**src/rtl/shift_arbiter_rr.sv**
```systemverilog
// shift_arbiter_rr: round-robin arbiter in front of one shared 32-bit shifter.
// Each requester has a valid/ready port. Results land in a one-entry
// registered slot that hands off to a single consumer.
// Optional feature: define ROR_EN so that op 2'b11 becomes rotate-right.
// Without it, op 2'b11 is still accepted, but its result is 0 with res_err=1.
module shift_arbiter_rr #(
  parameter int NREQ = 2,
  parameter int ID_W = 1
) (
  input  logic                 clk,
  input  logic                 rst,
  input  logic [NREQ-1:0]      req_valid,
  output logic [NREQ-1:0]      req_ready,
  input  logic [NREQ*32-1:0]   req_a,
  input  logic [NREQ*5-1:0]    req_shamt,
  input  logic [NREQ*2-1:0]    req_op,
  output logic                 res_valid,
  input  logic                 res_ready,
  output logic [31:0]          res_data,
  output logic [ID_W-1:0]      res_id,
  output logic                 res_err
);

  typedef enum logic {EMPTY = 1'b0, FULL = 1'b1} state_t;

  state_t          state_q;
  logic [ID_W-1:0] rr_ptr_q;
  logic [31:0]     res_data_q;
  logic [ID_W-1:0] res_id_q;
  logic            res_err_q;

  // Per-requester views of the flattened operand buses
  logic [31:0]     op_a    [NREQ];
  logic [4:0]      op_sh   [NREQ];
  logic [1:0]      op_code [NREQ];
  // cand_idx[k] is the requester visited k-th in the round-robin scan
  logic [ID_W-1:0] cand_idx [NREQ];

  logic            can_accept;
  logic            grant_found;
  logic [ID_W-1:0] grant_idx;
  logic            grant_fire;
  logic [ID_W-1:0] next_ptr;

  logic [31:0]     sel_a;
  logic [4:0]      sel_sh;
  logic [1:0]      sel_op;
  logic [31:0]     shift_res;
  logic            shift_err;

  genvar gi;
  generate
    for (gi = 0; gi < NREQ; gi++) begin : g_req
      assign op_a[gi]    = req_a[32*gi +: 32];
      assign op_sh[gi]   = req_shamt[5*gi +: 5];
      assign op_code[gi] = req_op[2*gi +: 2];
      if (gi == 0) begin : g_first
        assign cand_idx[gi] = rr_ptr_q;
      end else begin : g_rest
        // (rr_ptr + gi) mod NREQ without widening past ID_W
        assign cand_idx[gi] = (rr_ptr_q >= ID_W'(NREQ - gi)) ?
                              (rr_ptr_q - ID_W'(NREQ - gi)) :
                              (rr_ptr_q + ID_W'(gi));
      end
    end
  endgenerate

  // The slot can take a result if it is empty or is being drained this cycle
  assign can_accept = (state_q == EMPTY) | (res_valid & res_ready);
  assign grant_fire = can_accept & grant_found & ~rst;
  assign next_ptr   = (grant_idx == ID_W'(NREQ - 1)) ? '0 : grant_idx + ID_W'(1);

  // Scan from the highest offset down so the closest valid requester to rr_ptr wins
  always_comb begin
    grant_found = 1'b0;
    grant_idx   = '0;
    for (int k = NREQ - 1; k >= 0; k--) begin
      if (req_valid[cand_idx[k]]) begin
        grant_found = 1'b1;
        grant_idx   = cand_idx[k];
      end
    end
  end

  // One-hot ready for the winner, only in a cycle where the slot can take it
  always_comb begin
    req_ready = '0;
    if (grant_fire) req_ready[grant_idx] = 1'b1;
  end

  // Shared barrel shifter fed by the granted requester's operands
  always_comb begin
    sel_a     = op_a[grant_idx];
    sel_sh    = op_sh[grant_idx];
    sel_op    = op_code[grant_idx];
    shift_err = 1'b0;
    case (sel_op)
      2'b00:   shift_res = sel_a << sel_sh;
      2'b01:   shift_res = sel_a >> sel_sh;
      2'b10:   shift_res = $unsigned($signed(sel_a) >>> sel_sh);
      default: begin
`ifdef ROR_EN
        // A shift by 32 yields 0, so shamt 0 falls out as a plain copy
        shift_res = (sel_a >> sel_sh) | (sel_a << (6'd32 - {1'b0, sel_sh}));
`else
        shift_res = '0;
        shift_err = 1'b1;
`endif
      end
    endcase
  end

  // Slot FSM: load on grant, empty on an unreplaced drain, hold otherwise
  always_ff @(posedge clk) begin
    if (rst) begin
      state_q    <= EMPTY;
      rr_ptr_q   <= '0;
      res_data_q <= '0;
      res_id_q   <= '0;
      res_err_q  <= 1'b0;
    end else if (grant_fire) begin
      state_q    <= FULL;
      rr_ptr_q   <= next_ptr;
      res_data_q <= shift_res;
      res_id_q   <= grant_idx;
      res_err_q  <= shift_err;
    end else if (can_accept) begin
      state_q    <= EMPTY;
    end
  end

  assign res_valid = (state_q == FULL);
  assign res_data  = res_data_q;
  assign res_id    = res_id_q;
  assign res_err   = res_err_q;

endmodule
```
**config.mk**
```make
export PLATFORM = sky130hd
export DESIGN_NAME = shift_arbiter_rr
export DESIGN_NICKNAME = d
export VERILOG_FILES = /design/src/rtl/shift_arbiter_rr.sv
export SDC_FILE = /design/constraint.sdc
export NUM_CORES = 1
export LEC_CHECK = 0
export CAP_MARGIN = 5
export CORE_MARGIN = 4
export CORE_UTILIZATION = 50
export DETAILED_ROUTE_END_ITERATION = 8
export MAX_ROUTING_LAYER = met4
export PLACE_DENSITY = 0.75
export SYNTH_ARGS = -nofsm -noshare
export SYNTH_HDL_FRONTEND = slang
export SYNTH_SLANG_ARGS = --single-unit
```
**constraint.sdc**
```tcl
create_clock -name clk -period 3.1 [get_ports clk]
set_input_delay 0.775 -clock clk [delete_from_list [all_inputs] [get_ports clk]]
set_output_delay 0.775 -clock clk [all_outputs]
set_load 0.02 [all_outputs]
```
# Word level (Yosys, flattened, before mapping)
# Index checks and enable logic that the tools add are counted.
# op_classes
n_lt_le_gt_ge,6
mux,26
bitwise,7
n_shift,3
eq_ne,2
addsub,3
n_reduce_logical,4
# ops
operator,n
two-way mux 32 bit,3
one-hot mux 32 bit (3 select lines),1
left shift 32 x 5 -> 32 bit,1
>> shifter 32 x 5 -> 32 bit,1
>>> shifter 32 x 5 -> 32 bit,1
two-way mux 5 bit,3
two-way mux 1 bit,14
two-way mux 2 bit,4
"< comparator 1 x 2 -> 1 bit, second input constant",3
bitwise AND 1 bit,3
OR reduction 3 bit,1
"adder 1 bit, second input constant",2
"equality test 2 x 1 -> 1 bit, second input constant",1
"equality test 2 bit, second input constant",1
"greater-or-equal comparator 1 bit, second input constant",2
"greater-or-equal comparator 2 bit, second input constant",1
zero test 2 bit,1
NOT 1 bit,2
NOT 1 -> 2 bit,1
nonzero test 2 bit,1
demux 1 bit (select 1 bit),1
logical AND 1 bit,1
OR 1 bit,1
"subtractor 1 bit, second input constant",1
# totals
inputBits,83
out_inout_bits,37
register_bits,36

# Logic depth before layout (Yosys ltp)
# logic_depth
ltp_word,13
depth_mapped,12

# Worst setup path after synthesis
# No wires, ideal clock.
# synth_timing
kind,in2out
startpoint,input req_valid[1]
endpoint,output req_ready[1]
path_slack_ns,0.336
t_arrival_ns,1.989
path_stages,5
required_ns,2.325
n_path_buf,3
cell_sequence,buf_4 > buf_2 > o21ai_1 > clkbuf_1 > nor2_1
# synth_between
elab_chain_cells,9
word_cells_on_any_way,16
# synth_lines
element,line,source
start: declaration,12,"input logic [NREQ-1:0] req_valid,"
two-way mux 1 bit (implied by the code) (2 in series),78,if (req_valid[cand_idx[k]]) begin
two-way mux 1 bit (2 in series),78,
< comparator 1 x 2 -> 1 bit (implied by the code) / greater-or-equal comparator 1 bit (equally long branches),88,if (grant_fire) req_ready[grant_idx] = 1'b1;
logical AND 1 bit (implied by the code),88,
two-way mux 1 bit (implied by the code),88,
demux 1 bit (select 1 bit),88,
two-way mux 2 bit (*),88,
end: declaration,13,"output logic [NREQ-1:0] req_ready,"
# Every way passes the cells marked *; elsewhere a longest branch is shown, timed or not. The select of a mux whose other input is x is not followed.

# Worst setup path after layout
# layout_timing
startpoint,input req_valid[1]
endpoint,"register res_data_q[3], in the netlist res_data[3]"
# layout_between
elab_chain_cells,10
word_cells_on_any_way,27
# layout_lines
element,line,source
two-way mux 1 bit (implied by the code) (2 in series),78,
two-way mux 1 bit (2 in series),78,
NOT 1 -> 2 bit (implied by the code),"93, 94, 95",
two-way mux 32 bit (implied by the code) (tied with other cells) (3 in series),93,sel_a = op_a[grant_idx];
>>> shifter 32 x 5 -> 32 bit (tied with other cells),100,2'b10: shift_res = $unsigned($signed(sel_a) >>> sel_sh);
one-hot mux 32 bit (3 select lines),97,case (sel_op)
end signal: assignment,124,res_data_q <= shift_res;
end: declaration,28,logic [31:0] res_data_q;
# Parallel ways exist; a longest one is shown, timed or not. The select of a mux whose other input is x is not followed.
# A chain may end at the register's enable or synchronous reset.

==> results.json <==
{
  "status": "complete, no violations",
  "start_kind": "primary input",
  "synth_top_area_cell": "mux2i_1",
  "slowest_delay_ps": 360,
  "htreeDepth": 2,
  "cp.required_ps": 3280,
  "grt_pass1_wl_mm": 57.1,
  "final-setup-viol-count": 0,
  "vias": 10500,
  "dp_hpwl_mm": 30.0,
  "routabilityCongestion": 1.11,
  "ys_ff_latch": 36,
  "synth_edf_count": 0,
  "layout-drive-gt1-share_pct": 35.2,
  "avgRoutedWirePerCell_um": 25.1,
  "numCtsBuffers": 5,
  "drt_iter0_markers": 1680,
  "syn-num-nets": 1071,
  "die_area_mm2": 0.0169,
  "yosysTopAreaCellShare_pct": 19.6,
  "power_frac_seq_pct": 14.5,
  "power_mw": 3.70,
  "fin_crit_ps": 3080,
  "cp.arrival_ps": 3260,
  "syn_area_mm2": 0.00745,
  "fmax_ghz": 0.324,
  "grt.overflow.total": 0,
  "syn_area_per_cell_um2": 7.54,
  "cts.root.buffer_cell": "clkbuf_16",
  "grtUsageTotal_pct": 44.9,
  "rsz0062_at_grt": "yes",
  "synth_area_leaders": "mux2i_1 20%, mux2_2 11%, dfxtp_1 9.7%, a21oi_1 4.8%, nand2_1 4.5%",
  "worstMarginPinSlew_ps": 818,
  "die_x_um": 130,
  "ys_async_sr_fraction_pct": 0,
  "path_buf_inv": 5,
  "worstHoldPathType": "flip-flop to flip-flop",
  "rows": 44,
  "ioPinCount": 120,
  "first_pass_iters": 7,
  "layout.nets": 1427,
  "power.leakage_nw": 4.90,
  "peakVddDrop_v": 0.000247,
  "timing.hold.ws_ps": 444,
  "pwr-share-comb_pct": 69.3,
  "maxSlewViolCount": 0,
  "swShare_pct": 43.8,
  "die_h_um": 130,
  "synthTopCellsByCount": "146 x mux2i_1, 90 x nand2_1, 75 x mux2_2",
  "clk_latency_ps": 290,
  "postRouteAntennaNets": 0,
  "synth_most_common_cell": "mux2i_1",
  "ys_seq_area_share_pct": 9.67,
  "core_mm2": 0.0146,
  "worstPathCellList": "dlygate4sd2_1, buf_4, inv_2, nor2_4, buf_4, o21ai_4, buf_12, mux2_2, a32o_1, nor4_1, o21ai_0, a32o_1",
  "synthCells": 988,
  "numPortBuffers": 119,
  "drc": 0,
  "first_global_vias": 10200,
  "finalCritPeriodShare_pct": 99.5,
  "critical_path.top_delay_family": "compound AO/OA/AOI/OAI gates",
  "internal_power_mw": 2.08,
  "start_util_pct": 51.1,
  "finalClockSkew_ps": 5.06,
  "antenna_found_initial": 0,
  "cts.sinks": 36,
  "grt_max_degree": 27,
  "synth_ff_type": "dfxtp_1",
  "clockBufferDepth": 2,
  "viasPerCell": 6.88,
  "crit_fanout": 13,
  "n_fill_cell": 1072,
  "utilization_pct": 77.7,
  "drt-total-wl_mm": 38.4,
  "slew_headroom_pct": 45.2,
  "yosysWarnings": 0,
  "p_sw_mw": 1.62,
  "finalHoldViolCount": 0,
  "clockPowerShare_pct": 16.1,
  "critical_path_class": "primary input to flip-flop",
  "synth_cell_type_count": 83,
  "slowest_stage": "mux2_2",
  "antenna_cells": 0,
  "clk_pin_slew_worst_paths_ps": 60,
  "powerDensity_mw_per_mm2": 326,
  "cap_viol_max_count": 0,
  "critPathCaptureType": "flip-flop",
  "cts_tree": "done",
  "holdBufCountCts": 0,
  "area_delta_synth_final_pct": 52.2
}
-- stage by stage --
| stage | instances | TNS, ps | area (um^2) | worst slack [ps] |
|---|---|---|---|---|
| CTS | 1520 | 0 | 11200 | 16.6 |
| floorplan | 988 | 0 | 7450 | 336 |
| detailed placement | 1509 | -12850 | 10900 | -1110 |
| global route | 1529 | -445 | 11300 | -88.9 |
| global placement | 1509 | -11400 | 10900 | -1160 |
| finish | 1529 | 0 | 11300 | 15.2 |
-- cell families (layout without fill, tap and decap cells) --
logic type                after synthesis  in the layout  share of synthesized area [%]
AOI/OAI and AO/OA                     323            323                           29.6
xor gates and xnor gates                1              1                          0.118
buffers and inverters                 102            459                           7.49
DFF                                    36             36                           9.67
muxes                                 233            233                           34.2
and+or+nand+nor                       293            293                           19.0
-- registers in the layout, summed over array words and instances (netlist names) --
name	flops
res_valid	1
res_data	32
rr_ptr_q	1
res_err	1
res_id	1
-- final timing paths --
| path | startpoint | cells after the start | slack (ps) | endpoint |
|---|---|---|---|---|
| max | req_valid[1] | 12 | 20 | res_data[3] |
| min | res_data[6] | 2 | 440 | res_data[6] |
| max reg2reg | rr_ptr_q | 12 | 380 | res_data[23] |
| min reg2reg | res_data[6] | 2 | 440 | res_data[6] |
-- worst register-to-register path, stage by stage, from the launching register on --
cell	delay, ps
dfxtp_1	390
and2b_2	280
nor2_4	290
buf_4	210
buf_16	150
a211oi_1	60
a21oi_1	260
a21oi_1	110
buf_4	160
buf_4	130
and3_1	170
a311oi_1	240
a32oi_1	140
-- power groups by stage --
stage          logic (mW)  registers, mW  clock network (mW)
2_1_floorplan        1.13          0.594                   0
3_3_place_gp         2.34          0.545                   0
3_5_place_dp         2.37          0.545                   0
4_1_cts              2.42          0.536               0.596
5_1_grt              2.66          0.541               0.618
6_report             2.57          0.538               0.598
-- cell usage in the layout, fill, tap and decap left out, types with 5 or more instances in the layout --
| master | synthesis | routed |
|---|---|---|
| a31oi_1 | 8 | 8 |
| buf_12 | 0 | 14 |
| a22oi_1 | 7 | 7 |
| a221o_1 | 5 | 5 |
| clkbuf_16 | 0 | 6 |
| nand2_1 | 90 | 90 |
| mux4_2 | 9 | 9 |
| mux2i_2 | 1 | 5 |
| mux2i_1 | 146 | 141 |
| and3_1 | 8 | 8 |
| a211o_1 | 5 | 5 |
| o22ai_1 | 16 | 14 |
| nand4_1 | 7 | 7 |
| nor2_1 | 65 | 65 |
| clkdlybuf4s50_1 | 0 | 111 |
| o211ai_1 | 14 | 14 |
| o21ai_1 | 13 | 15 |
| nand3_1 | 21 | 21 |
| or3_1 | 7 | 7 |
| nand2b_1 | 19 | 18 |
| buf_4 | 20 | 306 |
| o31ai_1 | 7 | 7 |
| a21oi_1 | 72 | 71 |
| mux2_2 | 75 | 76 |
| a211oi_1 | 28 | 25 |
| a311oi_1 | 8 | 7 |
| nor2b_1 | 15 | 15 |
| nor3_1 | 35 | 32 |
| o2111ai_1 | 5 | 5 |
| dfxtp_1 | 36 | 36 |
| a221oi_1 | 16 | 13 |
| o21ai_0 | 59 | 54 |
-- area by class of cell --
class / count / area [um^2] / area share (%)
flip-flops and latches: 36 / 721 / 6.35
repair buffers: 445 / 3870 / 34.1
inverters: 6 / 22.5 / 0.199
clock buffers: 6 / 129 / 1.14
well taps: 184 / 230 / 2.03
multi-input cells: 850 / 6330 / 55.8
clock inverters: 2 / 35.0 / 0.309
-- repair_timing --
item,in CTS,in global routing
setup buffers,1,8
pin swaps,3,7
gates resized for setup,21,31
setup endpoints to repair,27,22
gates cloned,2,1
-- per-layer routing --
metal | wire [um] | up-vias | GRT usage (%) | share of wire (%)
met5 | 0 | - | - | 0
met3 | 5030 | 264 | 12.4 | 13
met1 | 14000 | 4837 | 54.5 | 36
met4 | 2550 | 0 | 22.4 | 6.6
met2 | 16900 | 885 | 68.2 | 44
li1 | - | 4536 | - | -
Power figures use the tool's default switching activity.
